**src/rtl/flit_sink.sv**
```systemverilog
// Packet-receiving endpoint: checks HEAD/DATA/TAIL framing, records packet lengths and
// counts payload bit toggles. Define FLIT_SINK_TOGGLE_EN to build the toggle accumulator.
module flit_sink #(
  parameter int DATAW = 64,
  parameter int TYPEW = 2,
  parameter int VCHW  = 2,
  parameter int LENW  = 8
) (
  input  logic                   clk,
  input  logic                   rst,
  input  logic [DATAW+TYPEW-1:0] idata,
  input  logic                   ivalid,
  input  logic [VCHW-1:0]        ivch,
  input  logic                   clr,
  output logic                   busy,
  output logic                   pkt_done,
  output logic [LENW-1:0]        last_len,
  output logic [15:0]            pkt_cnt,
  output logic [31:0]            flit_cnt,
  output logic [31:0]            toggle_cnt,
  output logic                   err,
  output logic [2:0]             err_code
);

  typedef enum logic {IDLE, BODY} state_t;

  localparam logic [TYPEW-1:0] T_NONE = TYPEW'(0);
  localparam logic [TYPEW-1:0] T_HEAD = TYPEW'(1);
  localparam logic [TYPEW-1:0] T_DATA = TYPEW'(2);
  localparam logic [TYPEW-1:0] T_TAIL = TYPEW'(3);

  localparam logic [2:0] ERR_NOHEAD = 3'd1;
  localparam logic [2:0] ERR_TYPE   = 3'd2;
  localparam logic [2:0] ERR_VCH    = 3'd3;
  localparam logic [2:0] ERR_LEN    = 3'd4;
  localparam logic [2:0] ERR_NESTED = 3'd5;

  state_t            state, next_state;
  logic [VCHW-1:0]   cur_vch, next_vch;
  logic [LENW-1:0]   len, next_len;
  logic              err_hit, close;
  logic [2:0]        err_val;
  logic [TYPEW-1:0]  ftype;
  logic [DATAW-1:0]  payload;

  assign ftype   = idata[DATAW+TYPEW-1:DATAW];
  assign payload = idata[DATAW-1:0];
  assign busy    = (state == BODY);

  // A VC mismatch inside a packet is checked before the flit type is looked at
  always_comb begin
    next_state = state;
    next_vch   = cur_vch;
    next_len   = len;
    err_hit    = 1'b0;
    err_val    = 3'd0;
    close      = 1'b0;
    if (ivalid) begin
      if (state == IDLE) begin
        if (ftype == T_HEAD) begin
          next_state = BODY;
          next_vch   = ivch;
          next_len   = '0;
        end else if (ftype == T_NONE) begin
          err_hit = 1'b1;
          err_val = ERR_TYPE;
        end else begin
          err_hit = 1'b1;
          err_val = ERR_NOHEAD;
        end
      end else if (ivch != cur_vch) begin
        err_hit = 1'b1;
        err_val = ERR_VCH;
      end else begin
        case (ftype)
          T_DATA: begin
            if (&len) begin
              err_hit = 1'b1;
              err_val = ERR_LEN;
            end else begin
              next_len = len + LENW'(1);
            end
          end
          T_TAIL: begin
            close      = 1'b1;
            next_state = IDLE;
          end
          T_HEAD: begin
            err_hit  = 1'b1;
            err_val  = ERR_NESTED;
            next_len = '0;
            next_vch = ivch;
          end
          default: begin
            err_hit = 1'b1;
            err_val = ERR_TYPE;
          end
        endcase
      end
    end
  end

  // clr drops this cycle's counter/error contributions but framing still advances
  always_ff @(posedge clk) begin
    if (rst) begin
      state    <= IDLE;
      cur_vch  <= '0;
      len      <= '0;
      pkt_done <= 1'b0;
      last_len <= '0;
      pkt_cnt  <= '0;
      flit_cnt <= '0;
      err      <= 1'b0;
      err_code <= 3'd0;
    end else begin
      state    <= next_state;
      cur_vch  <= next_vch;
      len      <= next_len;
      pkt_done <= close;
      if (clr) begin
        last_len <= '0;
        pkt_cnt  <= '0;
        flit_cnt <= '0;
        err      <= 1'b0;
        err_code <= 3'd0;
      end else if (ivalid) begin
        flit_cnt <= (&flit_cnt) ? flit_cnt : flit_cnt + 32'd1;
        if (close) begin
          last_len <= len;
          pkt_cnt  <= (&pkt_cnt) ? pkt_cnt : pkt_cnt + 16'd1;
        end
        if (err_hit) begin
          err <= 1'b1;
          if (!err) err_code <= err_val;
        end
      end
    end
  end

`ifdef FLIT_SINK_TOGGLE_EN
  logic [DATAW-1:0] prev_data;
  logic [32:0]      toggle_sum;

  assign toggle_sum = {1'b0, toggle_cnt} + 33'($countones(payload ^ prev_data));

  always_ff @(posedge clk) begin
    if (rst) begin
      prev_data  <= '0;
      toggle_cnt <= '0;
    end else begin
      if (ivalid) prev_data <= payload;
      if (clr) toggle_cnt <= '0;
      else if (ivalid) toggle_cnt <= toggle_sum[32] ? 32'hFFFF_FFFF : toggle_sum[31:0];
    end
  end
`else
  logic unused_payload;
  assign unused_payload = ^payload;
  assign toggle_cnt     = '0;
`endif

endmodule
```
**config.mk**
```make
export PLATFORM = sky130hd
export DESIGN_NAME = flit_sink
export DESIGN_NICKNAME = d
export VERILOG_FILES = /design/src/rtl/flit_sink.sv
export SDC_FILE = /design/constraint.sdc
export NUM_CORES = 1
export LEC_CHECK = 0
export BUFFER_PORTS_ARGS = -buffer_cell sky130_fd_sc_hd__buf_4
export CAP_MARGIN = 20
export CORE_MARGIN = 1
export CORE_UTILIZATION = 43
export CTS_CLUSTER_DIAMETER = 80
export DETAILED_ROUTE_END_ITERATION = 10
export PLACE_DENSITY = 0.84
export SETUP_SLACK_MARGIN = 0.3
export SYNTH_ARGS = -nofsm -noshare
export SYNTH_HDL_FRONTEND = slang
export SYNTH_SLANG_ARGS = --single-unit
```
**constraint.sdc**
```tcl
create_clock -name clk -period 1.9 [get_ports clk]
set_clock_uncertainty 0.1 [all_clocks]
set_input_delay 0.19 -clock clk [delete_from_list [all_inputs] [get_ports clk]]
set_output_delay 0.19 -clock clk [all_outputs]
set_load 0.005 [all_outputs]
```
==> results of run 1 <==
## flip-flops by register name, summed over array words and instances (netlist names)
register and count:
err_code 3, pkt_done 1, cur_vch 2, pkt_cnt 16, err 1, flit_cnt 32
busy 1, last_len 8, len 8
## synthesized netlist by cell type (2+ instances only)
cell type	count
dfxtp_1	72
a21oi_1	42
nor2_1	35
buf_4	33
o21ai_0	29
or3_1	29
nand2_1	24
nand3_1	20
nand4_1	18
mux2i_1	14
o31ai_1	10
xor2_1	10
or4_1	9
clkbuf_1	8
nor4_1	8
o21ai_1	8
buf_2	6
inv_1	6
and2_1	5
and3_1	4
and4_1	4
o2111ai_1	4
ha_1	3
nor3_1	3
o31a_1	3
or2_2	3
or3b_2	3
xnor2_1	3
a31oi_1	2
o21a_1	2
## worst max-delay path: stages, from the launching register on
cell and delay [ns]:
dfxtp_4 0.35, nand4_1 0.10, buf_6 0.15, buf_4 0.14
or2_4 0.31, o31ai_4 0.31, buf_12 0.18, mux2i_1 0.19
nor2_1 0.05
## report_power, final
group	switching, mW	internal, mW
combinational	0.129	0.0856
sequential	0.00811	1.50
clock	0.606	0.942
## cell type report
cell class	count	area, sq um	share of cell area [%]
Sequential cell	72	1520	25.3
Clock buffer	11	151	2.52
Multi-Input combinational cell	345	2590	43.2
Timing Repair Buffer	175	1480	24.7
Inverter	6	22.5	0.375
Clock inverter	5	103	1.71
Tap cell	105	131	2.19
## layout by cell type, fill, tap and decap left out, types with 4 or more instances in the layout
cell      count
conb_1       32
nor3_4        4
dfxtp_4      12
o31ai_1       7
buf_4       147
buf_6        20
nand2_1      23
nand3_1      17
nor2_1       34
o21ai_2       4
or3_4        10
or4_4         5
and2_1        4
mux2i_1      14
dfxtp_1      34
or4_1         5
o21ai_1      18
o21ai_0      14
buf_12        5
or3_1        19
nor4_4        5
dfxtp_2      26
a21oi_1      31
clkbuf_8     11
inv_1         6
nand4_1      18
a21oi_2      11
xor2_1        6
## logic make-up after synthesis
| group | share of synthesized area [%] |
|---|---|
| buffers and inverters | 9.26 |
| XOR/XNOR | 3.05 |
| multiplexers | 3.76 |
| AND/OR/NAND/NOR | 25.9 |
| AO/OA/AOI/OAI | 18.3 |
| flip-flops | 38.6 |
| adder cells (fa/ha/maj) | 1.01 |
| other | 0.101 |
## what timing repair did
| action | in CTS | in global routing |
|---|---|---|
| hold buffers | 1 | 0 |
| buffers inserted | 37 | 9 |
| gates cloned | 1 | 0 |
| resized for setup | 67 | 56 |
| pin swaps | 54 | 36 |
| endpoints found under the hold margin | 4 | 0 |
| endpoints found under the setup margin | 59 | 70 |
## worst min-delay path by stage
stage,from,to,slack (ns),cells after the start
after floorplan,rst,busy,0.15,1
after CTS,ivch[0],cur_vch[0],0.02,3
final,ivch[0],cur_vch[0],0.02,3
after global routing,ivch[0],cur_vch[0],0.04,3
after global placement,rst,cur_vch[1],0.30,2
after detailed placement,rst,cur_vch[1],0.31,2
## metal layers
metal | GRT usage (%) | vias to the layer above | share of wire, %
met1 | 30.6 | 2019 | 39
met5 | 0 | - | 0
met2 | 45.7 | 191 | 52
met4 | 15.4 | 0 | 3.0
li1 | - | 1913 | -
met3 | 3.91 | 37 | 5.4
## per-stage QoR
step           setup TNS (ns)  hold slack [ns]  util, %  cells  total power, mW
6_report                -1.84           0.0213     72.3    719             3.27
5_1_grt                 -4.06           0.0388     72.3    719             3.37
4_1_cts                 -1.34           0.0175     68.9    710             3.24
3_5_place_dp            -1.83            0.311     58.3    655             1.72
3_3_place_gp           -0.688            0.301     58.3    655             1.72
2_1_floorplan          -0.889            0.152        -    472             1.71
==> run_results.csv, run 1 <==
group,metric,value,unit
synth,synth_top_area_share,38.6,%
layout,nets,684,
placement,pre_cts_slack,-0.157,ns
synth,synthDistinctLibCells,51,
drt,vias_per_cell,5.79,
setup_path,crit_end,"flit_cnt[1]",
drt,drt_first_pass_iters,5,
run_status,outcome,"finished, violations left",
setup_path,timing.rr.start,"flit_cnt[2]",
die,die_h,95.1,um
layout,postLayoutCellArea,6000,sq um
clock_network,cts_tree,"built",
synth,synth_area,3730,sq um
drt,drt_iter0_drc,185,
synth,yosysWarnings,0,
drt,drcViolationCount,0,
synth,yosys_most_used_dff,"dfxtp_1",
power,powerDensity,545,nW/um^2
die,fp.coreArea,8300,sq um
synth,synth-seq-cells,72,
die,placementRows,33,
sta,worst_pin_slew,0.697,ns
setup_path,startpoint,"flit_cnt[2]",
grt,overflow,0,
setup_path,r2r-end,"flit_cnt[1]",
clock_network,cts_root_buf,"clkbuf_8",
layout,synthToLayoutAreaGrowth,60.9,%
run_status,violations,"setup timing",
setup_path,crit_arrival,2.14,ns
layout,drive_gt1_share,49.8,%
placement,dp_hpwl,6960,um
drt,wirelength,12300,um
die,ios,166,
setup_path,setup.worst_path.end_class,"register",
die,start_util,44.9,%
placement,io_buffers,69,
setup_path,r2r_slack,-0.12,ns
placement,gp_congestion,0.872,
clock_network,clkLatencyLatePin,0.35,ns
drt,vias,4160,
sta,relSlewSlack,53.5,%
clock_network,path_clk_slew,0.08,ns
clock_network,cts_buffers,9,
synth,ys_top_cells_by_area,"dfxtp_1 39%, buf_4 6.6%, a21oi_1 5.6%",
job,drv_cap,0,
sta,setup_viol,27,
synth,synth_edf_count,0,
grt,track_usage,26.3,%
clock_network,htreeDepth,3,
layout,antenna_cells,0,
grt,antenna_found_initial,0,
die,die_x,95.1,um
sta,rsz0062_at_grt,"yes",
sta,drv_slew,0,
die,die-area,9050,sq um
grt,first_global_vias,3897,
synth,ys_seq_area_share,38.6,%
power,ir_worst_vdd,362,uV
sta,min_period,2.02,ns
placement,place_area,4840,sq um
drt,wl_per_cell,17.1,um
sta,hold_viol_final,0,
setup_path,path_class,"register to register",
min_path,hold_path.class,"primary input to register",
setup_path,required,2.01,ns
sta,max_freq,495,MHz
grt,grt_max_degree,33,
power,total_leakage_power,2.41,nW
grt,grt_pass1_wl,18400,um
layout,fill_cells,564,
clock_network,cts.sink_count,72,
synth,async_flop_share,0,%
synth,synth_largest_area_cell,"dfxtp_1",
sta,period_share,106,%
setup_path,path_max_fanout,18,
setup_path,reg2reg_depth,8,
clock_network,clk_path_buf_depth,2,
synth,avgSynthCellArea,8.46,sq um
setup_path,startpoint_type,"register",
drt,route.antenna.remaining_nets,0,
sta,worst_slack,-0.122,ns
synth,syn_inst,441,
(Power assumes the default switching activity.)
==> run 2, diff against run 1 <==
Settings changed: BUFFER_PORTS_ARGS -buffer_cell sky130_fd_sc_hd__buf_4 to unset, CORE_UTILIZATION 43 to 57, DONT_BUFFER_PORTS set to 1, PLACE_DENSITY 0.84 to 0.82.
==> run_results.csv, run 2 (synthesis gave the netlist of run 1 again) <==
group,metric,value,unit
layout,final_cell_mix,"84 x buf_4, 34 x nor2_1, 32 x conb_1, 32 x dfxtp_1, 27 x dfxtp_2",
sta,relSlewSlack,45.0,%
job,drv_cap,0,
setup_path,crit_chain,"nand4_1 > or4_4 > buf_6 > o311ai_4 > xor2_1 > nor2_1",
sta,period_share,109,%
clock_network,path_clk_slew,0.09,ns
setup_path,path_max_fanout,5,
drt,vias,3969,
drt,vias_per_cell,6.31,
layout,fill_cells,326,
sta,hold_viol_final,0,
setup_path,max_stage_delay,0.63,ns
setup_path,setup.worst_path.end_class,"register",
clock_network,cts_buffers,9,
placement,pre_cts_slack,-0.110,ns
power,ir_worst_vdd,714,uV
setup_path,reg2reg_depth,6,
setup_path,r2r_slack,-0.18,ns
min_path,hp-start,"rst",
power,total_leakage_power,2.01,nW
setup_path,path_class,"register to register",
grt,grt_pass1_wl,17000,um
sta,setup-tns-final,-2.08,ns
sta,setup_viol,32,
layout,max_flop_register,"flit_cnt",
min_path,hold_path.class,"primary input to register",
setup_path,required,2.03,ns
sta,drv_slew,0,
clock_network,clkLatencyLatePin,0.34,ns
die,start_util,58.7,%
die,placementRows,29,
layout,finalNonFillerCells,629,
sta,rsz0062_at_grt,"yes",
setup_path,r2r-end,"flit_cnt[27]",
drt,route.antenna.remaining_nets,0,
grt,track_usage,30.2,%
power,power,3.10,mW
min_path,min_path_cells,2,
drt,wirelength,12200,um
placement,io_buffers,0,
drt,wl_per_cell,19.3,um
layout,postLayoutCellArea,5420,sq um
die,fp.coreArea,6350,sq um
power,powerDensity,572,nW/um^2
grt,overflow,0,
layout,synthToLayoutAreaGrowth,45.4,%
placement,placed_cells,570,
setup_path,slowest_stage,"or4_4",
die,die_h,82.9,um
die,ios,166,
die,die-area,6870,sq um
placement,gp_congestion,0.815,
drt,drt_iter0_drc,220,
layout,antenna_cells,0,
setup_path,crit_arrival,2.21,ns
layout,nets,622,
clock_network,cts_tree,"built",
drt,drt_first_pass_iters,5,
sta,max_freq,481,MHz
sta,worst_pin_slew,0.825,ns
clock_network,htreeDepth,3,
grt,first_global_vias,3586,
sta,worst_slack,-0.179,ns
layout,final_common_cell,"buf_4",
layout,fin_util,85.4,%
layout,largest_reg_flops,32,
placement,place_area,4340,sq um
clock_network,cts_root_buf,"clkbuf_8",
run_status,outcome,"finished, violations left",
setup_path,startpoint_type,"register",
layout,reg_top3,"flit_cnt: 32 flops, pkt_cnt: 16 flops",
sta,whs,0.0365,ns
min_path,whs_endpoint,"flit_cnt[12]",
placement,dp_hpwl,6400,um
drt,drcViolationCount,0,
clock_network,cts.sink_count,72,
sta,min_period,2.08,ns
die,die_x,82.9,um
grt,antenna_found_initial,0,
grt,grt_max_degree,38,
layout,drive_gt1_share,43.5,%
clock_network,clk_path_buf_depth,2,
setup_path,timing.rr.start,"flit_cnt[25]",
run_status,violations,"setup timing",
## run 2: worst max path at each step
stage | slack (ns) | from | to
after global placement | -0.08 | flit_cnt[30] | flit_cnt[1]
after global routing | -0.23 | flit_cnt[26] | flit_cnt[27]
after floorplan | -0.16 | flit_cnt[23] | flit_cnt[1]
after CTS | -0.08 | flit_cnt[23] | flit_cnt[2]
final | -0.18 | flit_cnt[25] | flit_cnt[27]
after detailed placement | -0.11 | flit_cnt[30] | flit_cnt[1]
## run 2: metal layers
metal / vias up / track usage [%] / share of wire (%)
li1: 1784 / - / -
met1: 1908 / 36.9 / 38
met2: 233 / 51.9 / 51
met3: 44 / 7.95 / 8.0
met4: 0 / 9.25 / 2.9
met5: - / 0 / 0
## run 2: repair_timing
| item | CTS | global route |
|---|---|---|
| resized for setup | 54 | 68 |
| hold buffers | 8 | 0 |
| pin swaps | 35 | 51 |
| setup buffers | 19 | 16 |
| cloned | 0 | 0 |
| endpoints found under the setup margin | 59 | 70 |
| endpoints found under the hold margin | 6 | 0 |
## run 2: final cells by class
cell class                 count  area, sq um  share of cell area [%]
clock inverter                 5         78.8                    1.45
multi-input combinational    345         2570                    47.4
inverter                       6         22.5                   0.415
clock buffer                  11          151                    2.79
sequential                    72         1520                    28.1
tap                           77         96.3                    1.78
timing repair buffer         113          978                    18.0
## run 2: where the power goes
part           switching [mW]  leakage, nW  internal, mW
registers             0.00902        0.605          1.50
clock network           0.589        0.119         0.810
logic                   0.116         1.29        0.0794
total                   0.714         2.01          2.39
## run 2: critical path: cells and delay by family (launching register included)
kind	cells	cell delay, ns
buffers and inverters	1	0.15
DFF	1	0.33
xor gates and xnor gates	1	0.19
and+or+nand+nor	3	0.80
AOI/OAI and AO/OA	1	0.38
